**src/rtl/tdc_fine_measure_pkg.sv**
```systemverilog
`default_nettype none
// ============================================================================
//  Module      : tdc_fine_measure_pkg
//  Description : Shared constants and FSM state encoding for the fine TDC
//                measurement stage and its delay-line sub-module.
//  Revision    : 1.0 - initial release
// ============================================================================
package tdc_fine_measure_pkg;

  // Tap index exported for coarse/fine arbitration.
  localparam int TOLERANCE_COARSE = 32;

  // CARRY4 static configuration: every mux propagates, DI tied low.
  localparam logic [3:0] c_carry_s  = 4'b1111;
  localparam logic [3:0] c_carry_di = 4'b0000;

  // Measurement FSM state encoding.
  typedef enum logic [1:0] {
    S_IDLE       = 2'd0,
    S_WAIT_START = 2'd1,
    S_WAIT_STOP  = 2'd2,
    S_DONE       = 2'd3
  } tdc_state_e;

endpackage
`default_nettype wire

```
**src/rtl/tdc_delay_line.sv**
```systemverilog
`default_nettype none
// ============================================================================
//  Module      : tdc_delay_line
//  Description : Carry-chain delay line (NUM_TAPS/4 CARRY4 cells, CYINIT=hit,
//                S=1111, DI=0000) followed by the first sampling FF column.
//  Revision    : 1.0 - initial release
// ============================================================================
(* keep_hierarchy = "yes" *)
module tdc_delay_line
  import tdc_fine_measure_pkg::*;
#(
  parameter int NUM_TAPS = 64
) (
  input  logic                clk,
  input  logic                rst_n,
  input  logic                hit,
  output logic [NUM_TAPS-1:0] taps
);

  (* dont_touch = "true" *) logic [NUM_TAPS-1:0] w_chain;
  (* dont_touch = "true" *) logic [NUM_TAPS-1:0] w_co;
  (* dont_touch = "true" *) logic [NUM_TAPS-1:0] r_s1;
  logic                                         w_carry;

  // Ripple the hit through the carry muxes; each CO output is one tap.
  always_comb begin
    w_carry = hit;
    w_chain = '0;
    for (int i = 0; i < NUM_TAPS; i++) begin
      w_carry    = c_carry_s[i[1:0]] ? w_carry : c_carry_di[i[1:0]];
      w_chain[i] = w_carry;
    end
  end

  assign w_co = w_chain;

  // First sampling column: FDCE per tap, cleared asynchronously by reset.
  always_ff @(posedge clk or negedge rst_n) begin
    if (!rst_n) begin
      r_s1 <= '0;
    end else begin
      r_s1 <= w_co;
    end
  end

  assign taps = r_s1;

endmodule
`default_nettype wire

```
**src/rtl/tdc_fine_measure.sv**
```systemverilog
`default_nettype none
// ============================================================================
//  Module      : tdc_fine_measure
//  Description : Fine TDC stage. Samples the delay line twice, detects start
//                and stop edges internally, encodes them by popcount, counts
//                coarse cycles between them and hands one record per armed
//                measurement downstream over valid/ready.
//  Revision    : 1.0 - initial release
// ============================================================================
module tdc_fine_measure
  import tdc_fine_measure_pkg::*;
#(
  parameter int NUM_TAPS = 64,
  parameter int CODE_W   = $clog2(NUM_TAPS + 1),
  parameter int COARSE_W = 16,
  parameter int ARB_TAP  = TOLERANCE_COARSE
) (
  input  logic                clk,
  input  logic                iRst_n,
  input  logic                iHit,
  input  logic                iDebugMode,
  input  logic                iDebugHit,
  input  logic                iArm,
  input  logic                iReady,
  output logic                oValid,
  output logic [CODE_W-1:0]   oStartCode,
  output logic [CODE_W-1:0]   oStopCode,
  output logic [COARSE_W-1:0] oCoarse,
  output logic                oTimeout,
  output logic                oBusy,
  output logic                oArbStart,
  output logic                oArbStop
);

  // Number of set taps; a single bubble moves the result by at most one.
  function automatic logic [CODE_W-1:0] popcount(input logic [NUM_TAPS-1:0] word);
    logic [CODE_W-1:0] cnt;
    cnt = '0;
    for (int i = 0; i < NUM_TAPS; i++) begin
      cnt = cnt + CODE_W'(word[i]);
    end
    return cnt;
  endfunction

  logic                w_hit;
  logic [NUM_TAPS-1:0] w_taps;
  logic [NUM_TAPS-1:0] r_s2;
  logic [NUM_TAPS-1:0] r_s2p;
  logic                w_event;
  logic                r_evt;
  logic [CODE_W-1:0]   r_evt_code;
  logic                r_evt_arb;

  tdc_state_e          r_state;
  logic                r_valid;
  logic [CODE_W-1:0]   r_start_code;
  logic [CODE_W-1:0]   r_stop_code;
  logic [COARSE_W-1:0] r_coarse;
  logic [COARSE_W-1:0] w_coarse_inc;
  logic                r_timeout;
  logic                r_busy;
  logic                r_arb_start;
  logic                r_arb_stop;

  // Hit source select is purely combinational so debug hits see the same chain.
  assign w_hit = iDebugMode ? iDebugHit : iHit;

  tdc_delay_line #(
    .NUM_TAPS (NUM_TAPS)
  ) u_delay_line (
    .clk   (clk),
    .rst_n (iRst_n),
    .hit   (w_hit),
    .taps  (w_taps)
  );

  // An edge needs an all-zero word in front of it, so a stop implies the hit fell.
  assign w_event = (r_s2 != '0) && (r_s2p == '0);

  // Second sampling stage, previous-word history and registered edge event.
  always_ff @(posedge clk or negedge iRst_n) begin
    if (!iRst_n) begin
      r_s2       <= '0;
      r_s2p      <= '0;
      r_evt      <= 1'b0;
      r_evt_code <= '0;
      r_evt_arb  <= 1'b0;
    end else begin
      r_s2       <= w_taps;
      r_s2p      <= r_s2;
      r_evt      <= w_event;
      r_evt_code <= popcount(r_s2);
      r_evt_arb  <= r_s2[ARB_TAP];
    end
  end

  assign w_coarse_inc = r_coarse + COARSE_W'(1);

  // Arm/measure FSM with registered record and status outputs.
  always_ff @(posedge clk or negedge iRst_n) begin
    if (!iRst_n) begin
      r_state      <= S_IDLE;
      r_valid      <= 1'b0;
      r_start_code <= '0;
      r_stop_code  <= '0;
      r_coarse     <= '0;
      r_timeout    <= 1'b0;
      r_busy       <= 1'b0;
      r_arb_start  <= 1'b0;
      r_arb_stop   <= 1'b0;
    end else begin
      case (r_state)
        S_IDLE: begin
          if (iArm) begin
            r_state <= S_WAIT_START;
            r_busy  <= 1'b1;
          end
        end
        S_WAIT_START: begin
          if (r_evt) begin
            r_state      <= S_WAIT_STOP;
            r_start_code <= r_evt_code;
            r_arb_start  <= r_evt_arb;
            r_coarse     <= '0;
            r_stop_code  <= '0;
            r_arb_stop   <= 1'b0;
            r_timeout    <= 1'b0;
          end
        end
        S_WAIT_STOP: begin
          r_coarse <= w_coarse_inc;
          if (r_evt) begin
            r_state     <= S_DONE;
            r_stop_code <= r_evt_code;
            r_arb_stop  <= r_evt_arb;
            r_valid     <= 1'b1;
          end else if (w_coarse_inc == {COARSE_W{1'b1}}) begin
            // Saturated coarse count closes the record with no stop code.
            r_state     <= S_DONE;
            r_stop_code <= '0;
            r_arb_stop  <= 1'b0;
            r_timeout   <= 1'b1;
            r_valid     <= 1'b1;
          end
        end
        S_DONE: begin
          // A concurrent arm is intentionally dropped on acceptance.
          if (iReady) begin
            r_state <= S_IDLE;
            r_valid <= 1'b0;
            r_busy  <= 1'b0;
          end
        end
        default: begin
          r_state <= S_IDLE;
          r_valid <= 1'b0;
          r_busy  <= 1'b0;
        end
      endcase
    end
  end

  assign oValid     = r_valid;
  assign oStartCode = r_start_code;
  assign oStopCode  = r_stop_code;
  assign oCoarse    = r_coarse;
  assign oTimeout   = r_timeout;
  assign oBusy      = r_busy;
  assign oArbStart  = r_arb_start;
  assign oArbStop   = r_arb_stop;

endmodule
`default_nettype wire

```
**config.mk**
```make
export PLATFORM = sky130hd
export DESIGN_NAME = tdc_fine_measure
export DESIGN_NICKNAME = d
export VERILOG_FILES = /design/src/rtl/tdc_fine_measure_pkg.sv /design/src/rtl/tdc_delay_line.sv /design/src/rtl/tdc_fine_measure.sv
export SDC_FILE = /design/constraint.sdc
export NUM_CORES = 1
export LEC_CHECK = 0
export CELL_PAD_IN_SITES_DETAIL_PLACEMENT = 0
export CELL_PAD_IN_SITES_GLOBAL_PLACEMENT = 1
export CORE_MARGIN = 5
export CORE_UTILIZATION = 33
export CTS_CLUSTER_DIAMETER = 40
export CTS_CLUSTER_SIZE = 16
export DETAILED_ROUTE_END_ITERATION = 8
export PLACE_DENSITY = 0.62
export SYNTH_ARGS = -nofsm -noshare
export SYNTH_HDL_FRONTEND = slang
export SYNTH_SLANG_ARGS = --single-unit
export TNS_END_PERCENT = 10
```
**constraint.sdc**
```tcl
create_clock -name clk -period 17.6 [get_ports clk]
set_clock_uncertainty 0.05 [all_clocks]
set_input_delay 3.52 -clock clk [delete_from_list [all_inputs] [get_ports clk]]
set_output_delay 3.52 -clock clk [all_outputs]
set_load 0.03 [all_outputs]
```
==> impl_summary.log <==
INFO  metric max-slew-margin-rel = 0.299
INFO  metric dp_hpwl = around 11000 um
INFO  metric fin_hold_viols = 0
INFO  metric cts_hold_buffers = 0
INFO  metric grt_max_degree = 90
INFO  metric critical_path_class = reg -> reg
INFO  metric maxClockFrequency = ~170 MHz
INFO  metric global_route_congestion_overflow_total = 0
INFO  metric placement.io_buffers = a little over 40
INFO  metric report.final.slew_viol_count = 0
INFO  metric postSynthAreaPerCell = about 13 um2
INFO  metric synth_async_sr_flop_share = 1.00
INFO  metric crit-reg2reg-launch = r_s2[53]$_DFF_PN0_
INFO  metric drt_pass1_iterations = 4
INFO  metric post-route-drc-count = 0
INFO  metric num_io_pins = 42
INFO  metric postSynthNetCount = between 600 and 700
INFO  metric crit_path_cell_trace = inv_1 -> fa_1 -> inv_1 -> fa_1 -> fa_1 -> inv_1 -> fa_1 -> inv_1 -> fa_1 -> fa_1 -> fa_1 -> inv_1 -> fa_1 -> inv_1 -> fa_1 -> a21o_1 -> a21oi_1 -> nor2b_1 -> o21ai_0 -> nand2b_1
INFO  metric cp-endpoint = r_evt_code[6]$_DFF_PN0_
INFO  metric critical_path.most_common_cell = sky130_fd_sc_hd__fa_1
INFO  metric post_cts.resized_instances = 0
INFO  metric holdCritPathClass = reg -> reg
INFO  metric num_antenna_cells = 0
INFO  metric top_area_cell_type_share_of_the_netlist_area = 0.555
INFO  metric die-area = about 27000 um2
INFO  metric reg2regPathDepth = 20
INFO  metric synthMostInstantiatedCell = sky130_fd_sc_hd__dfrtp_1
INFO  metric gp_congestion = about 0.91
INFO  metric yosysSeqAreaShare = 0.555
INFO  metric worst_pin_slew = 1.05 ns
INFO  metric dominant_cell_type_by_area_after_synthesis = sky130_fd_sc_hd__dfrtp_1
INFO  metric cts_setup_buffers = 0
INFO  metric detail_route.wirelength = between 10000 and 15000 um
INFO  metric fin_tns_setup = 0 ns
INFO  metric drt-wirelength-per-cell = ~16 um
INFO  metric cts_made_buffers = 17
INFO  metric ys_top_cells_by_count = sky130_fd_sc_hd__dfrtp_1 (174), sky130_fd_sc_hd__inv_1 (76), sky130_fd_sc_hd__buf_4 (63)
INFO  metric setup.reg_to_reg.worst_slack = approximately 12 ns
INFO  metric antenna_found_initial = 0
INFO  metric tritoncts = built
INFO  metric outcome = completed
INFO  metric timing.critical_path.arrival = 6.32 ns
INFO  metric root_buffer = sky130_fd_sc_hd__clkbuf_16
INFO  metric setup_viol = 0
INFO  metric worst-path-max-fanout = 3
INFO  metric synth.cell_area = about 7800 um2
INFO  metric cts_sinks = about 170
INFO  metric cp-start-kind = flop
INFO  metric ctsHtreeMaxLevel = 4
INFO  metric synth_enable_flop_cells = 0
INFO  metric crit_slowest_cell = sky130_fd_sc_hd__fa_1
INFO  metric yosys_warnings = 0
INFO  metric synthFlopType = sky130_fd_sc_hd__dfrtp_1
INFO  metric die_y = between 150 and 200 um
INFO  metric critical_path_launch_point = r_s2[53]$_DFF_PN0_
INFO  metric clk-insertion-delay-late = ~0.44 ns
INFO  metric grt_pass1_wl = ~24000 um
INFO  metric yosys_register_bits = between 150 and 200
INFO  metric drtAntennaViolNets = 0
INFO  metric detailedRoute.firstIterationViolations = between 200 and 250
INFO  metric critical_path.endpoint_type = flop
INFO  metric areaGrowthSynthToFinish = 11.9%
INFO  metric clockBufferDepth = 2
INFO  metric synth_cell_type_count = 48
INFO  metric floorplan.initialDensity = 0.334
INFO  metric final_layout_size_suffix_gt1_frac = 0.0818
INFO  metric post_synth_inst_count = approximately 610
INFO  metric core_region_area = about 23000 um2
INFO  metric drt-vias-per-instance = roughly 4.5
INFO  metric global_route.usage.total = 0.118
INFO  metric crit_required = ~18 ns
INFO  metric num_vias = approximately 4200
INFO  metric clk_pin_slew_worst_paths = roughly 0.070 ns
INFO  metric post_synth_main_area_contributors = sky130_fd_sc_hd__dfrtp_1 (56%), sky130_fd_sc_hd__fa_1 (14%), sky130_fd_sc_hd__buf_4 (6.0%)
INFO  metric die_w = roughly 160 um
INFO  metric final_period_utilization = 0.344
INFO  metric grt_setup_unrepaired = no
INFO  metric cp_slowest_stage_delay = 0.55 ns
INFO  metric fp-row-count = between 50 and 60
INFO  metric via_count_of_the_first_global_routing_pass = approximately 4400
INFO  metric fill_cells = 2275
INFO  metric period_minus_slack = around 6.1 ns
INFO  metric final_net_count = 682
INFO  metric number_of_max_cap_violations = 0
INFO  metric critical_path.reg2reg.endpoint = r_evt_code[6]$_DFF_PN0_
==> sequential cells by signal, summed over array words and instances, names as in the netlist, 2 cells and up <==
signal / flops
r_evt_code: 7
oStopCode: 7
r_s2p: 64
oStartCode: 7
r_state: 2
r_s2: 64
oCoarse: 16
==> layout make-up <==
cell class / instances / area (um2) / area share
sequential: 174 / 4350 / 0.496
inverter: 76 / 285 / 0.0325
clock inverter: 15 / 194 / 0.0221
tap: 319 / 399 / 0.0455
clock buffer: 17 / 425 / 0.0485
multi-input combinational: 286 / 2690 / 0.307
timing repair buffer: 43 / 427 / 0.0486
==> placed cells by master, fill, tap and decap left out, drive strengths merged, types with 4 or more instances in the layout <==
cell           synthesis  routed
mux2                  10      10
nand2                 18      18
inv                   76      82
clkdlybuf4s50          0      40
a21oi                 12      12
o31ai                  4       4
ha                    23      23
o21ai                 36      36
nand4                 15      15
nand2b                12      12
nor4                  31      31
and4                   4       4
fa                    54      54
a32oi                  8       8
nand3                  8       8
and3                   6       6
clkbuf                 6      17
clkinv                 0       9
nor2                  11      11
dfrtp                174     174
a31oi                  4       4
==> logic make-up (layout without fill, tap and decap cells) <==
family	Yosys count	after routing	synth area share
AO/OA/AOI/OAI	76	76	0.0597
adder cells (fa/ha/maj)	77	77	0.175
multiplexers	11	11	0.0156
AND/OR/NAND/NOR	117	117	0.0879
flip-flops	174	174	0.555
XOR/XNOR	5	5	0.00558
buffers and inverters	148	151	0.101
==> routing by layer <==
metal,vias up,share of wire,GRT usage
met4,0,0.019,0.0419
met2,72,0.47,0.183
met3,22,0.041,0.0281
li1,1961,-,-
met1,2140,0.47,0.163
met5,-,0,0
==> worst min path at each step <==
stage	from	to	depth (start not counted)
after floorplan	r_s2[0]$_DFF_PN0_	r_s2p[0]$_DFF_PN0_	0
after global placement	r_s2[1]$_DFF_PN0_	r_s2p[1]$_DFF_PN0_	0
after detailed placement	r_s2[1]$_DFF_PN0_	r_s2p[1]$_DFF_PN0_	0
after CTS	r_s2[1]$_DFF_PN0_	r_s2p[1]$_DFF_PN0_	0
after global routing	r_s2[1]$_DFF_PN0_	r_s2p[1]$_DFF_PN0_	0
final	r_s2[1]$_DFF_PN0_	r_s2p[1]$_DFF_PN0_	0
==> through the flow <==
stage | instance area (um2) | hold WS [ns] | instances | util | worst slack, ns
global route | 8780 | 0.336 | 930 | 0.374 | 11.24
finish | 8780 | 0.331 | 930 | 0.374 | 11.54
detailed placement | 8160 | 0.316 | 898 | 0.348 | 11.50
CTS | 8780 | 0.332 | 930 | 0.374 | 11.50
floorplan | 7840 | 0.304 | 608 | - | 11.83
global placement | 8160 | 0.317 | 898 | 0.348 | 11.58
==> worst max-delay path, delay by kind of cell (launching register included) <==
| kind | cells | cell delay (ns) |
|---|---|---|
| buf+inv | 6 | 0.39 |
| flops | 1 | 0.38 |
| fa+ha+maj | 9 | 4.47 |
| simple gates | 2 | 0.14 |
| compound gates | 3 | 0.53 |
Power is left out: the tool's default activity adds up to more than one toggle a clock period on the data nets, which glitch-free logic cannot reach.
==> RTL edit, RTL diff (same flow settings) <==
Set the parameter `COARSE_W` to 32 (it was 16).
--- a/src/rtl/tdc_fine_measure.sv
+++ b/src/rtl/tdc_fine_measure.sv
@@ -12,7 +12,7 @@
 #(
   parameter int NUM_TAPS = 64,
   parameter int CODE_W   = $clog2(NUM_TAPS + 1),
-  parameter int COARSE_W = 16,
+  parameter int COARSE_W = 32,
   parameter int ARB_TAP  = TOLERANCE_COARSE
 ) (
   input  logic                clk,
Ports: changed (resized oCoarse); port bits go from 42 to 58. The function was not compared with the original's and may differ.
==> RTL edit against the original RTL <==
  * Via count increased by 27%
  * Wire length increased by 30%
  * Global-route usage increased by 1.2 points
  * Critical path type unchanged
  * Worst setup slack improved by 0.074 ns
  * Utilization increased by 0.11 points
  * Final area increased by 15%
  * Non-clock buffer count increased by 18
  * Sequential cell count increased by 16
  * Hold slack got worse by 0.0029 ns
  * Synthesized area increased by 16%
Power is left out: the tool's default activity adds up to more than one toggle a clock period on the data nets, which glitch-free logic cannot reach.
==> RTL edit: results (changes against the original RTL) <==
stage;metric;value;unit;change
status;status;complete, no violations;;
logic_synthesis;number of distinct library cells after synthesis;56;;+17%
logic_synthesis;ys async rst share;100.0;%;unchanged
finish;share of layout cells above drive strength 1;8.067;%;-0.12 points
grt;largest net degree at the start of global routing;116;;+29%
routing;1st-pass router iterations;4;;unchanged
cts;# resized after CTS;0;;unchanged
cts;H-Tree Depth;4;;unchanged
cts;insertion delay to the later sink of the worst-skew pair;0.44;ns;about the same
sta;Worst Tran Pin Value;1.123;ns;+0.07125 ns
cts;root buffer cell;clkbuf_16;;
finish;nets@finish;852;;+25%
routing;vias post-DR;5317;;+27%
place;DP HPWL;13490;µm;+24%
logic_synthesis;Post-Syn Nets;855;;+24%
place;GPL Wtd Cong;0.8049;;-11%
finish;antenna diode instance count;0;;unchanged
place;IO buf count;57;;+39%
logic_synthesis;Post-synth top cells;dfrtp_1, inv_1, buf_4, fa_1, nand2_1;;
grt;initial antenna violation count;0;;unchanged
cts;maximum clock path buffer count;2;;unchanged
grt;gr ovfl total;0;;unchanged
grt;global-route wire length before repair;31790;µm;+30%
logic_synthesis;register area share after synthesis;52.44;%;-3.1 points
finish;layout filler cell count;2618;;+15%
worst_setup_path;R2R depth;21;;+5.0%
hold_path;Hold Crit Class;reg -> reg;;
worst_setup_path;slowest stage delay, CP;0.54;ns;
routing;DRT iter0 DRCs;318;;+34%
grt;total track usage;13.05;%;+1.2 points
place;pre-CTS setup slack;11.62;ns;+0.1156 ns
grt;vias in the first global route;5642;;+27%
routing;WL/cell;17.14;µm;+7.8%
worst_setup_path;Max FO, Critical Path;3;;unchanged
logic_synthesis;Area contributors post-synth;dfrtp_1, fa_1, buf_4;;
worst_setup_path;Worst Path Arrival;6.25;ns;-0.07 ns
place;dpl cell area;9532;µm²;+17%
## RTL edit: changes by cell type in the layout (fill, tap and decap cells not counted), sizes merged, moves of 6 or more
cell           before  now
nor3                2    8
clkdlybuf4s50      40   56
nand4              15   21
a32o                0    8
nand2              18   49
inv                82  126
nand2b             12    2
a32oi               8    0
dfrtp             174  190
a31o                0    8
o21ai              36   49
a31oi               4   12
## RTL edit: worst paths after layout
| kind | startpoint | endpoint | slack, ns |
|---|---|---|---|
| setup / recovery | r_s2[35] | r_evt_code[6] | 11.62 |
| hold / removal | r_s2[1] | r_s2p[1] | 0.33 |
| setup reg to reg | r_s2[35] | r_evt_code[6] | 11.62 |
| hold reg to reg | r_s2[1] | r_s2p[1] | 0.33 |
| max in group asynchronous | iRst_n | oCoarse[22] | 12.83 |
| min in group asynchronous | iRst_n | oStopCode[4] | 3.15 |
## RTL edit: kinds of logic after synthesis
group	count (synthesis)	synth area share, %
compound gates	114	8.156
xor+xnor	12	1.159
fa+ha+maj	77	15.10
buf+inv	199	11.08
flops	190	52.44
mux	13	1.587
simple gates	166	10.47
## RTL edit: layout make-up
type / count / area (µm²) / area share, %
Clock inverter: 15 / 178.9 / 1.765
Clock buffer: 17 / 425.4 / 4.197
Timing Repair Buffer: 61 / 604.3 / 5.962
Inverter: 116 / 435.4 / 4.296
Multi-Input combinational cell: 382 / 3311 / 32.66
Tap cell: 341 / 426.7 / 4.209
Sequential cell: 190 / 4755 / 46.91
## RTL edit: critical path, delay by kind of cell, from the launching register on
family | cells | cell delay, ns
flops | 1 | 0.38
simple gates | 2 | 0.20
buf+inv | 7 | 0.40
compound gates | 3 | 0.35
fa+ha+maj | 9 | 4.48
## RTL edit: per-stage QoR
step           hold slack, ns  instances
2_1_floorplan          0.3037        771
3_3_place_gp           0.3079       1090
3_5_place_dp           0.3122       1090
4_1_cts                0.3313       1122
5_1_grt                0.3442       1122
6_report               0.3278       1122
## RTL edit: layer usage
metal	global-route usage (%)	wire length (µm)
met1	17.87	9148
met2	21.03	9200
met3	2.561	590
met4	4.126	295
met5	0	0
